--- config.mk ---
export PLATFORM = sky130hd
export DESIGN_NAME = cpu_step_ctrl_flat
export DESIGN_NICKNAME = d
export VERILOG_FILES = /design/src/rtl/cpu_step_ctrl_if.sv /design/src/rtl/cpu_step_ctrl.sv /design/src/flat_wrapper.sv
export SDC_FILE = /design/constraint.sdc
export NUM_CORES = 1
export LEC_CHECK = 0
export BUFFER_PORTS_ARGS = -buffer_cell sky130_fd_sc_hd__buf_2
export CAP_MARGIN = 0
export CORE_MARGIN = 4
export CORE_UTILIZATION = 41
export CTS_CLUSTER_SIZE = 8
export DETAILED_ROUTE_END_ITERATION = 7
export GPL_TIMING_DRIVEN = 0
export SLEW_MARGIN = 10
export SYNTH_ARGS = -nofsm -noshare
export SYNTH_HDL_FRONTEND = slang
export SYNTH_SLANG_ARGS = --single-unit
--- constraint.sdc ---
create_clock -name clk -period 5.9 [get_ports clk]
set_input_delay 0.59 -clock clk [delete_from_list [all_inputs] [get_ports clk]]
set_output_delay 0.59 -clock clk [all_outputs]
set_load 0.05 [all_outputs]
--- src/rtl/cpu_step_ctrl_if.sv ---
// Control/status bundle between the board step logic and cpu_step_ctrl.
// The step_cnt signal exists only when STEP_COUNTER_EN is defined.
interface cpu_step_ctrl_if #(
  parameter int DIV_W   = 24,
  parameter int BURST_W = 8
);

  logic [1:0]         mode;
  logic [DIV_W-1:0]   div_val;
  logic [BURST_W-1:0] burst_len;
  logic               btn;
  logic               halt;
  logic               cpu_en;
  logic               busy;
`ifdef STEP_COUNTER_EN
  logic [31:0]        step_cnt;
`endif

`ifdef STEP_COUNTER_EN
  modport master (
    output mode, div_val, burst_len, btn, halt,
    input  cpu_en, busy, step_cnt
  );

  modport slave (
    input  mode, div_val, burst_len, btn, halt,
    output cpu_en, busy, step_cnt
  );
`else
  modport master (
    output mode, div_val, burst_len, btn, halt,
    input  cpu_en, busy
  );

  modport slave (
    input  mode, div_val, burst_len, btn, halt,
    output cpu_en, busy
  );
`endif

endinterface

--- src/rtl/cpu_step_ctrl.sv ---
// CPU clock-enable generator: free-run, divided, single-step and burst modes.
// Define STEP_COUNTER_EN to add the 32-bit step_cnt strobe counter.
module cpu_step_ctrl #(
  parameter int DIV_W      = 24,
  parameter int BURST_W    = 8,
  parameter int DEB_CYCLES = 500000
) (
  input  logic           clk,
  input  logic           rst_n,
  cpu_step_ctrl_if.slave bus
);

  localparam int DEB_W = (DEB_CYCLES > 1) ? $clog2(DEB_CYCLES) : 1;
  localparam logic [DEB_W-1:0] DEB_LAST = DEB_W'(DEB_CYCLES - 1);

  localparam logic [1:0] MODE_RUN   = 2'b00;
  localparam logic [1:0] MODE_DIV   = 2'b01;
  localparam logic [1:0] MODE_STEP  = 2'b10;
  localparam logic [1:0] MODE_BURST = 2'b11;

  typedef enum logic [1:0] {
    IDLE  = 2'b00,
    RUN   = 2'b01,
    DIV   = 2'b10,
    BURST = 2'b11
  } state_t;

  state_t             state, state_n;
  logic               btn_s1, btn_s2;
  logic [DEB_W-1:0]   deb_cnt;
  logic               btn_db, btn_db_d;
  logic               press;
  logic [1:0]         mode_q;
  logic               stop;
  logic [DIV_W-1:0]   div_cnt, div_cnt_n;
  logic [DIV_W-1:0]   div_lim, div_lim_n;
  logic [BURST_W-1:0] burst_cnt, burst_cnt_n;
  logic               cpu_en_q, cpu_en_n;
  logic               busy_q, busy_n;

  // The debounced level only moves after DEB_CYCLES consecutive samples disagree with it.
  always_ff @(posedge clk or negedge rst_n) begin
    if (!rst_n) begin
      btn_s1   <= 1'b0;
      btn_s2   <= 1'b0;
      deb_cnt  <= '0;
      btn_db   <= 1'b0;
      btn_db_d <= 1'b0;
    end else begin
      btn_s1   <= bus.btn;
      btn_s2   <= btn_s1;
      btn_db_d <= btn_db;
      if (btn_s2 == btn_db) begin
        deb_cnt <= '0;
      end else if (deb_cnt == DEB_LAST) begin
        deb_cnt <= '0;
        btn_db  <= btn_s2;
      end else begin
        deb_cnt <= deb_cnt + DEB_W'(1);
      end
    end
  end

  assign press = btn_db & ~btn_db_d;
  assign stop  = bus.halt | (bus.mode != mode_q);

  always_ff @(posedge clk or negedge rst_n) begin
    if (!rst_n) begin
      state     <= IDLE;
      mode_q    <= 2'b00;
      div_cnt   <= '0;
      div_lim   <= '0;
      burst_cnt <= '0;
      cpu_en_q  <= 1'b0;
      busy_q    <= 1'b0;
    end else begin
      state     <= state_n;
      mode_q    <= bus.mode;
      div_cnt   <= div_cnt_n;
      div_lim   <= div_lim_n;
      burst_cnt <= burst_cnt_n;
      cpu_en_q  <= cpu_en_n;
      busy_q    <= busy_n;
    end
  end

  // A mode change behaves exactly like a one-cycle halt, so a press in that cycle is lost.
  always_comb begin
    state_n     = state;
    div_cnt_n   = div_cnt;
    div_lim_n   = div_lim;
    burst_cnt_n = burst_cnt;
    cpu_en_n    = 1'b0;
    busy_n      = 1'b0;
    if (stop) begin
      state_n     = IDLE;
      div_cnt_n   = '0;
      burst_cnt_n = '0;
    end else begin
      case (state)
        IDLE: begin
          case (bus.mode)
            MODE_RUN: begin
              state_n  = RUN;
              cpu_en_n = 1'b1;
            end
            MODE_DIV: begin
              state_n   = DIV;
              div_cnt_n = '0;
              div_lim_n = bus.div_val;
              cpu_en_n  = (bus.div_val == '0);
            end
            MODE_STEP: begin
              cpu_en_n = press;
            end
            MODE_BURST: begin
              if (press && (bus.burst_len != '0)) begin
                state_n     = BURST;
                burst_cnt_n = bus.burst_len - BURST_W'(1);
                cpu_en_n    = 1'b1;
                busy_n      = 1'b1;
              end
            end
            default: ;
          endcase
        end
        RUN: begin
          cpu_en_n = 1'b1;
        end
        // The strobe is aligned with the cycle in which the counter equals the limit.
        DIV: begin
          if (div_cnt == div_lim) begin
            div_cnt_n = '0;
            div_lim_n = bus.div_val;
            cpu_en_n  = (bus.div_val == '0);
          end else begin
            div_cnt_n = div_cnt + DIV_W'(1);
            cpu_en_n  = (div_cnt_n == div_lim);
          end
        end
        BURST: begin
          if (burst_cnt == '0) begin
            state_n = IDLE;
          end else begin
            burst_cnt_n = burst_cnt - BURST_W'(1);
            cpu_en_n    = 1'b1;
            busy_n      = 1'b1;
          end
        end
        default: begin
          state_n = IDLE;
        end
      endcase
    end
  end

  assign bus.cpu_en = cpu_en_q;
  assign bus.busy   = busy_q;

`ifdef STEP_COUNTER_EN
  logic [31:0] step_cnt;

  always_ff @(posedge clk or negedge rst_n) begin
    if (!rst_n) begin
      step_cnt <= '0;
    end else if (cpu_en_q) begin
      step_cnt <= step_cnt + 32'd1;
    end
  end

  assign bus.step_cnt = step_cnt;
`endif

endmodule

--- src/flat_wrapper.sv ---
// flat-port wrapper written by rule: the top's interface ports become plain ports
module cpu_step_ctrl_flat 
#(
  parameter int DIV_W      = 24,
  parameter int BURST_W    = 8,
  parameter int DEB_CYCLES = 500000
)
  (clk, rst_n, bus_mode, bus_div_val, bus_burst_len, bus_btn, bus_halt, bus_cpu_en, bus_busy);
  cpu_step_ctrl_if #(.DIV_W(DIV_W), .BURST_W(BURST_W)) bus_i ();
  input  logic clk;
  input  logic rst_n;
  input wire logic [$bits(bus_i.mode)-1:0] bus_mode;
  input wire logic [$bits(bus_i.div_val)-1:0] bus_div_val;
  input wire logic [$bits(bus_i.burst_len)-1:0] bus_burst_len;
  input wire logic [$bits(bus_i.btn)-1:0] bus_btn;
  input wire logic [$bits(bus_i.halt)-1:0] bus_halt;
  output wire logic [$bits(bus_i.cpu_en)-1:0] bus_cpu_en;
  output wire logic [$bits(bus_i.busy)-1:0] bus_busy;
  assign bus_i.mode = bus_mode;
  assign bus_i.div_val = bus_div_val;
  assign bus_i.burst_len = bus_burst_len;
  assign bus_i.btn = bus_btn;
  assign bus_i.halt = bus_halt;
  assign bus_cpu_en = bus_i.cpu_en;
  assign bus_busy = bus_i.busy;
  cpu_step_ctrl #(.DIV_W(DIV_W), .BURST_W(BURST_W), .DEB_CYCLES(DEB_CYCLES)) u_core (.clk(clk), .rst_n(rst_n), .bus(bus_i));
endmodule
==> results.md <==
- Status: completed
- Final Hold Violating Endpoints: 0
- Leakage: roughly 2.6 nW
- Die X: 122 microns
- Area share of the largest cell type after synthesis: 40.2%
- WL/cell: ~16 microns
- Top Ports: 40
- Final core occ: between 40% and 50%
- Initial drt markers: ~190
- Initial core utilization: a little over two fifths
- Total die area: around 15000 sq um
- Placed cells: about 780
- CTS buffer count: 9
- Most frequent cells in the layout: dfrtp_1, nand2_1, o21ai_0
- Post-Syn Area: roughly 5300 sq um
- CP max FO: 10
- Worst r2r src: u_core.div_cnt[0]
- Seq/Total Area, Yosys: 40.2%
- Layout Nets: about 660
- Max clock buf depth: 2
- CP Launch Type: flop
- CTS Hold Bufs: 0
- Antenna Nets Post-Route: 0
- PortBufs: 39
- Simple-gate portion of the synthesized area: approximately 25%
- Area Overhead vs Synth: 14.6%
- Pwr dens: 284 nW/um^2
- DP HPWL: roughly 9.5 mm
- Hold WC Path Type: in -> async
- Postcts setup bufs: 0
- Unrepaired setup endpoints after global routing: no
- Fraction of layout cells with a size suffix above 1: 16.3%
- Synth warn: 0
- Final WL: between 10 and 15 mm
- Synth area leader: dfrtp_1
- Post-route DRC violation count: 0
- Crit. Startpoint: u_core.div_cnt[0]
- Complex-gate fraction of the synthesized area: 13.5%
- Initial antenna violation count: 0
- Yosys cell types: 62
- GPL Wtd Cong: slightly below 0.9
- Clock tree root driver cell: clkbuf_16
- First-pass GRT wire length: 21.7 mm
- CTS tree: built
- Fin crit period: roughly 3000 ps
- Non-filler cells, final: ~790
- Worst rel slew slack: between 40% and 50%
- Final setup viols: 0
- Mapped Cells: 564
- Total gr overflow: 0
- Number of flops mapped to enable cells by yosys: 0
- Synth Area per Inst: between 9 and 10 sq um
- Grt met1 use: between 20 and 25%
- Vias in the first global route: 4402
- Clk Latency, worst-skew pair: ~350 ps
- Global routing usage on met2: a little under a third
- Synth Flop Type: dfrtp_1
- GRT Total Usage: a little under a fifth
- ANT cells: 0
- H-tree levels: 3
- Main combinational cell family by area after synthesis: simple AND/OR/NAND/NOR gates
- CP arrival: roughly 3300 ps
- Xor and xnor area share after synthesis: between 10 and 15%
- FFs w/ async S/R, synth: between 90% and 100%
- Global routing's busiest layer: met2
- Largest net degree at the start of global routing: between 60 and 70
- Core area: between 10000 and 15000 sq um
- Adder-cell share of the synthesized area: 1.42%
- Slack of the critical path: roughly 2900 ps
- Skew final: 10.5 ps
- Synthesis-stage register bit count: 85
- Chip height: approximately 120 microns
- FP Rows: around 40
- Post-CTS Resized: 0
- Most common cell after layout, fill and taps aside: dfrtp_1
- Mapped Nets: a little over 600
- Maximum vdd ir drop: about 200 uV
- Setup Crit Path Kind: reg -> reg
- Final worst path period share: between 50% and 60%
- Worst slew pin tran: around 850 ps
- Multiplexer share of the synthesized area: under 10%
- Grt met3 use: 4.50%
- Setup TNS: 0 ps
- Crit path capture type: flop
- DP Worst Slack: 2910 ps
- Max Cap Violations: 0
- Clock Pin Slew Worst Setup and Hold Paths: ~70 ps
- Sinks on Clock Net: 85
- Drt pass-1 iters: 4
- Vias per cell: around 5.5
- Total number of vias: 4349
- CP required: 6190 ps
- Area contributors post-synth: dfrtp_1, xor2_1, o21ai_0, mux2_1, nand2_1
- Slew Limit Fails: 0
- FMAX: around 0.33 GHz
power by group:
group          switching, W  internal [W]  leakage [nW]
combinational      0.000184      0.000172          1.27
clock              0.000250      0.000378         0.163
sequential        0.0000742      0.000662          1.13
total              0.000508       0.00121          2.56
layer usage:
metal / wire [microns] / share of wire (%)
met1: 5530 / 44
met2: 6200 / 49
met3: 580 / 4.6
met4: 362 / 2.9
met5: 0 / 0
flip-flops by register name, summed over array words and instances (netlist names):
name / cells
u_core.div_cnt: 24
u_core.div_lim: 24
u_core.deb_cnt: 19
u_core.burst_cnt: 8
u_core.mode_q: 2
u_core.state: 2
u_core.btn_db: 1
u_core.btn_db_d: 1
u_core.btn_s1: 1
u_core.btn_s2: 1
u_core.bus.busy: 1
u_core.bus.cpu_en: 1
synth_stat cells, types with 5 or more instances:
cell	instances
o31ai_1	13
dfrtp_1	85
buf_4	6
buf_6	6
nand2b_1	11
ha_1	6
clkbuf_1	11
or3_1	8
mux2_1	20
and3_1	9
o21ai_0	54
or2_2	6
buf_2	5
nand2_1	59
xnor2_1	25
nor2_1	33
nor4_1	16
nand3_1	24
inv_1	11
a21oi_1	18
o41ai_1	5
xor2_1	34
nor3b_1	6
nor3_1	18
nand4_1	8
worst max-delay path, cell delays in order, from the launching register on:
cell	delay [ps]
dfrtp_1	480
ha_1	300
nand4_2	160
buf_6	180
nor3_1	370
xnor2_1	190
nand4_1	120
or4b_1	510
nor4_1	490
o21a_1	170
final timing paths:
| path | to | slack (ps) | cells past startpoint |
|---|---|---|---|
| worst max-delay path | u_core.bus.cpu_en | 2870 | 9 |
| worst min-delay path | u_core.div_lim[10] | 140 | 1 |
| worst max register to register | u_core.bus.cpu_en | 2870 | 9 |
| worst min register to register | u_core.btn_s2 | 340 | 0 |
| max in group asynchronous | u_core.burst_cnt[7] | 5150 | 2 |
| min in group clk | u_core.btn_s2 | 340 | 0 |
cells by family after synthesis:
kind of cell | Yosys count
flops | 85
simple gates | 230
xor+xnor | 60
compound gates | 115
buf+inv | 41
mux | 27
fa+ha+maj | 6
final cells by class:
cell class / instances / area, sq um
timing repair buffer: 40 / 225
fill: 1218 / 6560
sequential: 85 / 2130
multi-input combinational: 438 / 2930
tap: 172 / 215
inverter: 11 / 41.3
buffer: 30 / 188
clock buffer: 9 / 225
clock inverter: 7 / 106
stage by stage:
stage                     total power, W  hold slack (ps)  cell area, sq um
after floorplan                 0.000982              294              5290
after global placement           0.00109              331              5700
after detailed placement         0.00110              336              5730
after CTS                        0.00174              147              6060
after global routing             0.00182              160              6060
final                            0.00172              140              6060
Power figures use the tool's default switching activity.
